==> config.mk <==
export PLATFORM = sky130hd
export DESIGN_NAME = watch_set_controller
export DESIGN_NICKNAME = d
export VERILOG_FILES = /design/src/rtl/watch_pkg.sv /design/src/rtl/button_conditioner.sv /design/src/rtl/watch_set_controller.sv
export SDC_FILE = /design/constraint.sdc
export NUM_CORES = 1
export LEC_CHECK = 0
export ABC_AREA = 1
export CAP_MARGIN = 10
export CORE_ASPECT_RATIO = 1.5
export CORE_MARGIN = 2
export CORE_UTILIZATION = 30
export CTS_CLUSTER_DIAMETER = 150
export CTS_CLUSTER_SIZE = 24
export DETAILED_ROUTE_END_ITERATION = 10
export SYNTH_ARGS = -nofsm -noshare
export SYNTH_HDL_FRONTEND = slang
export SYNTH_SLANG_ARGS = --single-unit
==> constraint.sdc <==
create_clock -name clk -period 2.15 [get_ports clk]
set_clock_uncertainty 0.1 [all_clocks]
set_input_delay 0.43 -clock clk [delete_from_list [all_inputs] [get_ports clk]]
set_output_delay 0.43 -clock clk [all_outputs]
set_load 0.01 [all_outputs]
==> src/rtl/watch_pkg.sv <==
// Shared encodings and default timing for the watch time-setting controller.
package watch_pkg;

    localparam logic [1:0] MODE_RUN       = 2'd0;
    localparam logic [1:0] MODE_SET_SECS  = 2'd1;
    localparam logic [1:0] MODE_SET_MINS  = 2'd2;
    localparam logic [1:0] MODE_SET_HOURS = 2'd3;

    localparam int DEFAULT_DEBOUNCE_CYCLES = 200;
    localparam int DEFAULT_REPEAT_DELAY    = 5000;
    localparam int DEFAULT_REPEAT_PERIOD   = 2000;
    localparam int DEFAULT_TIMEOUT_CYCLES  = 300000;

    function automatic int max_int(input int a, input int b);
        return (a > b) ? a : b;
    endfunction

endpackage

==> src/rtl/button_conditioner.sv <==
// Synchronizes a raw push-button, debounces it and emits a one-cycle press pulse
// on each accepted 0->1 transition.
module button_conditioner #(
    parameter int DEBOUNCE_CYCLES = 200
) (
    input  logic clk,
    input  logic reset,
    input  logic btn_in,
    output logic level,
    output logic press
);

    localparam int CW = $clog2(DEBOUNCE_CYCLES + 1);
    localparam logic [CW-1:0] CNT_LAST = CW'(DEBOUNCE_CYCLES - 1);

    logic          sync_1;
    logic          sync_2;
    logic [CW-1:0] stable_cnt;

    // The level only follows the synchronized input after it has disagreed for
    // DEBOUNCE_CYCLES consecutive cycles; any agreement restarts the count.
    always_ff @(posedge clk or posedge reset) begin
        if (reset) begin
            sync_1     <= 1'b0;
            sync_2     <= 1'b0;
            level      <= 1'b0;
            press      <= 1'b0;
            stable_cnt <= '0;
        end else begin
            sync_1 <= btn_in;
            sync_2 <= sync_1;
            press  <= 1'b0;
            if (sync_2 != level) begin
                if (stable_cnt >= CNT_LAST) begin
                    level      <= sync_2;
                    press      <= sync_2;
                    stable_cnt <= '0;
                end else begin
                    stable_cnt <= stable_cnt + 1'b1;
                end
            end else begin
                stable_cnt <= '0;
            end
        end
    end

endmodule

==> src/rtl/watch_set_controller.sv <==
// Sequences RUN/SET_SECS/SET_MINS/SET_HOURS from conditioned MODE/ADJUST buttons,
// issues increment pulses with auto-repeat, and gates the 1 Hz advance tick.
module watch_set_controller
    import watch_pkg::*;
#(
    parameter int DEBOUNCE_CYCLES = DEFAULT_DEBOUNCE_CYCLES,
    parameter int REPEAT_DELAY    = DEFAULT_REPEAT_DELAY,
    parameter int REPEAT_PERIOD   = DEFAULT_REPEAT_PERIOD,
    parameter int TIMEOUT_CYCLES  = DEFAULT_TIMEOUT_CYCLES
) (
    input  logic       clk,
    input  logic       reset,
    input  logic       btn_mode_in,
    input  logic       btn_adj_in,
    input  logic       tick_1hz_in,
    output logic [1:0] mode,
    output logic       inc_secs,
    output logic       inc_mins,
    output logic       inc_hours,
    output logic       sec_tick
);

    localparam int RCW = $clog2(max_int(REPEAT_DELAY, REPEAT_PERIOD) + 1);
    localparam int TCW = $clog2(TIMEOUT_CYCLES + 1);
    localparam logic [RCW-1:0] DELAY_LAST   = RCW'(REPEAT_DELAY - 1);
    localparam logic [RCW-1:0] PERIOD_LAST  = RCW'(REPEAT_PERIOD - 1);
    localparam logic [TCW-1:0] TIMEOUT_LAST = TCW'(TIMEOUT_CYCLES - 1);

    logic           mode_press;
    logic           unused_mode_level;
    logic           adj_press;
    logic           adj_level;
    logic [1:0]     state;
    logic           repeat_active;
    logic           repeat_first;
    logic [RCW-1:0] repeat_cnt;
    logic [TCW-1:0] timeout_cnt;
    logic           tick_1;
    logic           tick_2;
    logic           tick_3;
    logic           in_set;
    logic           timeout_hit;
    logic           fire;

    button_conditioner #(.DEBOUNCE_CYCLES(DEBOUNCE_CYCLES)) u_mode_btn (
        .clk    (clk),
        .reset  (reset),
        .btn_in (btn_mode_in),
        .level  (unused_mode_level),
        .press  (mode_press)
    );

    button_conditioner #(.DEBOUNCE_CYCLES(DEBOUNCE_CYCLES)) u_adj_btn (
        .clk    (clk),
        .reset  (reset),
        .btn_in (btn_adj_in),
        .level  (adj_level),
        .press  (adj_press)
    );

    // Priority: MODE press, then ADJUST press, then timeout, then auto-repeat.
    always_comb begin
        in_set      = (state != MODE_RUN);
        timeout_hit = in_set && (timeout_cnt == TIMEOUT_LAST);
        fire        = 1'b0;
        if (!mode_press && in_set) begin
            if (adj_press) begin
                fire = 1'b1;
            end else if (!timeout_hit && repeat_active && adj_level) begin
                fire = (repeat_cnt == (repeat_first ? DELAY_LAST : PERIOD_LAST));
            end
        end
    end

    always_ff @(posedge clk or posedge reset) begin
        if (reset) begin
            state         <= MODE_RUN;
            repeat_active <= 1'b0;
            repeat_first  <= 1'b0;
            repeat_cnt    <= '0;
            timeout_cnt   <= '0;
            inc_secs      <= 1'b0;
            inc_mins      <= 1'b0;
            inc_hours     <= 1'b0;
        end else begin
            inc_secs  <= fire && (state == MODE_SET_SECS);
            inc_mins  <= fire && (state == MODE_SET_MINS);
            inc_hours <= fire && (state == MODE_SET_HOURS);
            if (mode_press) begin
                state         <= state + 2'd1;
                timeout_cnt   <= '0;
                repeat_active <= 1'b0;
            end else if (adj_press && in_set) begin
                repeat_active <= 1'b1;
                repeat_first  <= 1'b1;
                repeat_cnt    <= '0;
                timeout_cnt   <= '0;
            end else if (timeout_hit) begin
                state         <= MODE_RUN;
                timeout_cnt   <= '0;
                repeat_active <= 1'b0;
            end else begin
                timeout_cnt <= in_set ? timeout_cnt + 1'b1 : '0;
                if (repeat_active && adj_level && in_set) begin
                    if (fire) begin
                        repeat_cnt   <= '0;
                        repeat_first <= 1'b0;
                    end else begin
                        repeat_cnt <= repeat_cnt + 1'b1;
                    end
                end else begin
                    repeat_active <= 1'b0;
                end
            end
        end
    end

    // Ticks arriving while seconds are being set are dropped, not held over.
    always_ff @(posedge clk or posedge reset) begin
        if (reset) begin
            tick_1   <= 1'b0;
            tick_2   <= 1'b0;
            tick_3   <= 1'b0;
            sec_tick <= 1'b0;
        end else begin
            tick_1   <= tick_1hz_in;
            tick_2   <= tick_1;
            tick_3   <= tick_2;
            sec_tick <= tick_2 && !tick_3 && (state != MODE_SET_SECS);
        end
    end

    assign mode = state;

endmodule

==> summary.txt <==
Timing
  – RSZ-0062 raised after global routing: no
  – Fmax: 0.535 GHz
  – Final hold violations: 0
  – Setup TNS: 0 ns
  – Rel. slew slack: 0.648
  – Worst slew pin tran: 0.526 ns
  – Final setup fails: 0
  – Hold slack: 0.258 ns
  – Tmin final: 1.87 ns
  – Max-slew violation count: 0
  – Worst setup margin: 0.282 ns
  – Tcrit/Tclk final: 0.869

Job
  – Max-capacitance violation count: 0

CTS
  – Post-cts resize count: 0
  – Skew-Pair Late Insertion Delay: 0.33 ns
  – Cts hold-fix bufs: 0
  – Sink Count: 67
  – CTS Buffer Depth: 2
  – Post-CTS Setup Bufs: 0
  – Clock Pin Slew Worst Setup and Hold Paths: 0.05 ns
  – Clk root buf: clkbuf_16
  – CTS tree: yes
  – CTS Buf Count: 9
  – H-Tree Depth: 3

Layout
  – Layout cells sized above 1: 0.0719
  – Layout net count: 467
  – Fillers: around 1,100
  – Commonest non-fill, non-tap cells in the layout: 91 x nand2_1, 81 x nor2_1, 67 x dfrtp_1, 57 x inv_1, 38 x nand3_1
  – Area Growth Syn to Fin: 17.7%
  – Most common cell after layout, fill and taps aside: nand2_1
  – Antenna Cells: 0

Critical path
  – Critical R2R Capture: repeat_cnt[9]
  – Required time worst endpoint: 1.62 ns
  – Worst R2R Start: mode[0]
  – Crit path launch type: register
  – Worst Path Arrival: about 1.3 ns
  – Crit Path Class: reg -> out
  – CP Capture Type: output port
  – Worst reg2reg setup slack: between 0.2 and 0.3 ns
  – Crit-path max FO: 5
  – R2R cell count: 11

Yosys
  – Largest cells by area after synthesis: dfrtp_1 49%, nand2_1 9.9%, nor2_1 8.8%
  – Yosys warns: 0
  – Post-synth top area share: 0.487
  – Post-Synthesis Cells: 431
  – Syn Nets: around 440
  – Synth unique cells: 28
  – Mapped Area: 3440 sq um
  – Post-synth top area cell: dfrtp_1
  – Post-Syn Area per Cell: 7.98 sq um
  – Synth Register Bits: 67
  – Seq/Total Area, Yosys: 0.487

Power and ir drop
  – Combinational power share: 0.025
  – Register share of total power: 0.480
  – Clk pwr share: 0.495
  – Worst VDD drop: between 0.3 and 0.4 mV
  – P_leak: slightly below 2 nW
  – Switching part of the total: 0.213
  – Internal power: 2.11 mW
  – Switching pwr: between 0.5 and 0.6 mW
  – Pwr dens: 662 nW/um^2

Floorplanning
  – Starting Density: 0.310
  – I/O pins: 11
  – Core Region: 11,100 sq um
  – Die area: 12,400 sq um
  – Number of cell rows: 47
  – Die width: 91.4 um
  – Die Height: 135 um

Route
  – Final ANT Viol Nets: 0
  – Router iterations before antenna repair: 4
  – Vias after detailed routing: 2,778
  – Avg Vias per Cell: 4.58
  – Final wirelength: 6800 um
  – Per-cell routed wire length: 11.2 um
  – Number of DRC markers in iteration 0: 145
  – Drc violations: 0

Global route
  – Total gr overflow: 0
  – Pin count of the biggest net entering global routing: 27
  – Gr usage total: 0.123
  – Vias in the first global route: 2,855
  – Initial antenna violation count: 0
  – First-pass GRT wire length: 12,300 um

Place
  – Hpwl dp: 4910 um
  – IO buf count: 10
  – Pre-CTS setup slack: 0.291 ns
  – GPL Wtd Cong: around 0.8

Outcome
  – Outcome: finished, final reports clean

Min path
  – Hold depth: 0
  – Hold path start: u_adj_btn.sync_1
  – Hold EP: u_adj_btn.sync_2
  – Hold Crit Class: reg -> reg
-- cell usage after synthesis --
| cell type | instances |
|---|---|
| a21oi_1 | 10 |
| clkbuf_1 | 1 |
| nor2_1 | 81 |
| nand3_2 | 1 |
| a31oi_1 | 1 |
| a211oi_1 | 1 |
| buf_6 | 1 |
| nor3_1 | 9 |
| ha_1 | 8 |
| dfrtp_1 | 67 |
| nor3_2 | 1 |
| inv_1 | 58 |
| buf_1 | 1 |
| buf_2 | 2 |
| o21ai_0 | 3 |
| nand3b_1 | 1 |
| nand2_1 | 91 |
| inv_2 | 2 |
| buf_4 | 1 |
| xnor2_1 | 1 |
| nand4_1 | 24 |
| nand3_1 | 38 |
| nand2_4 | 1 |
| o21ai_4 | 1 |
| nor2_8 | 1 |
| xor2_1 | 20 |
| nor2_2 | 3 |
| nor3b_1 | 2 |
-- how the worst max path moves through the flow --
stage	start	to	slack [ns]	depth (start not counted)
finish	mode[0]	mode[0]	0.28	2
global placement	timeout_cnt[0]	timeout_cnt[17]	0.33	8
global route	mode[1]	repeat_first	0.10	12
floorplan	mode[0]	repeat_cnt[10]	0.30	11
CTS	mode[0]	mode[0]	0.27	2
detailed placement	mode[0]	repeat_cnt[10]	0.29	11
-- layer usage --
metal  part of all wire  global-route usage
met1               0.44               0.136
met2               0.51               0.217
met3              0.017              0.0178
met4              0.033              0.0850
met5                  0                   0
-- worst max-delay path, stage by stage, from the launching register on --
cell and delay [ns]:
dfrtp_1 0.34, buf_4 0.14, clkdlybuf4s50_1 0.53
-- metrics by stage --
stage | cell area, sq um | util | instances | total power [mW]
floorplan | 3440 | - | 431 | 1.35
global placement | 3780 | 0.340 | 590 | 1.38
detailed placement | 3780 | 0.340 | 590 | 1.38
CTS | 4050 | 0.364 | 606 | 2.72
global route | 4050 | 0.364 | 606 | 2.78
finish | 4050 | 0.364 | 606 | 2.68
-- area by class of cell --
cell class                 instances  area, sq um  share of cell area
multi-input combinational        298         1500               0.371
clock buffer                      12          246              0.0609
inverter                          60          229              0.0565
timing repair buffer              18          185              0.0457
sequential                        67         1680               0.414
clock inverter                     4         26.3             0.00649
tap                              147          184              0.0454
-- cells by family after synthesis --
logic type,share of synthesized area
compound gates,0.0276
xor+xnor,0.0535
fa+ha+maj,0.0291
simple gates,0.327
buf+inv,0.0760
flops,0.487
-- power groups by stage --
stage	Sequential (mW)	Clock [mW]	Combinational, mW
CTS	1.29	1.36	0.0691
finish	1.29	1.33	0.0658
floorplan	1.31	0	0.0375
global placement	1.31	0	0.0671
detailed placement	1.31	0	0.0686
global route	1.29	1.41	0.0762
-- sequential cells by signal (all words and copies together) (netlist names), 2 cells and up --
signal and flops:
timeout_cnt 19, u_adj_btn.stable_cnt 8, u_mode_btn.stable_cnt 8, repeat_cnt 13, mode 2
No activity file was read; power rests on OpenSTA's default activity.
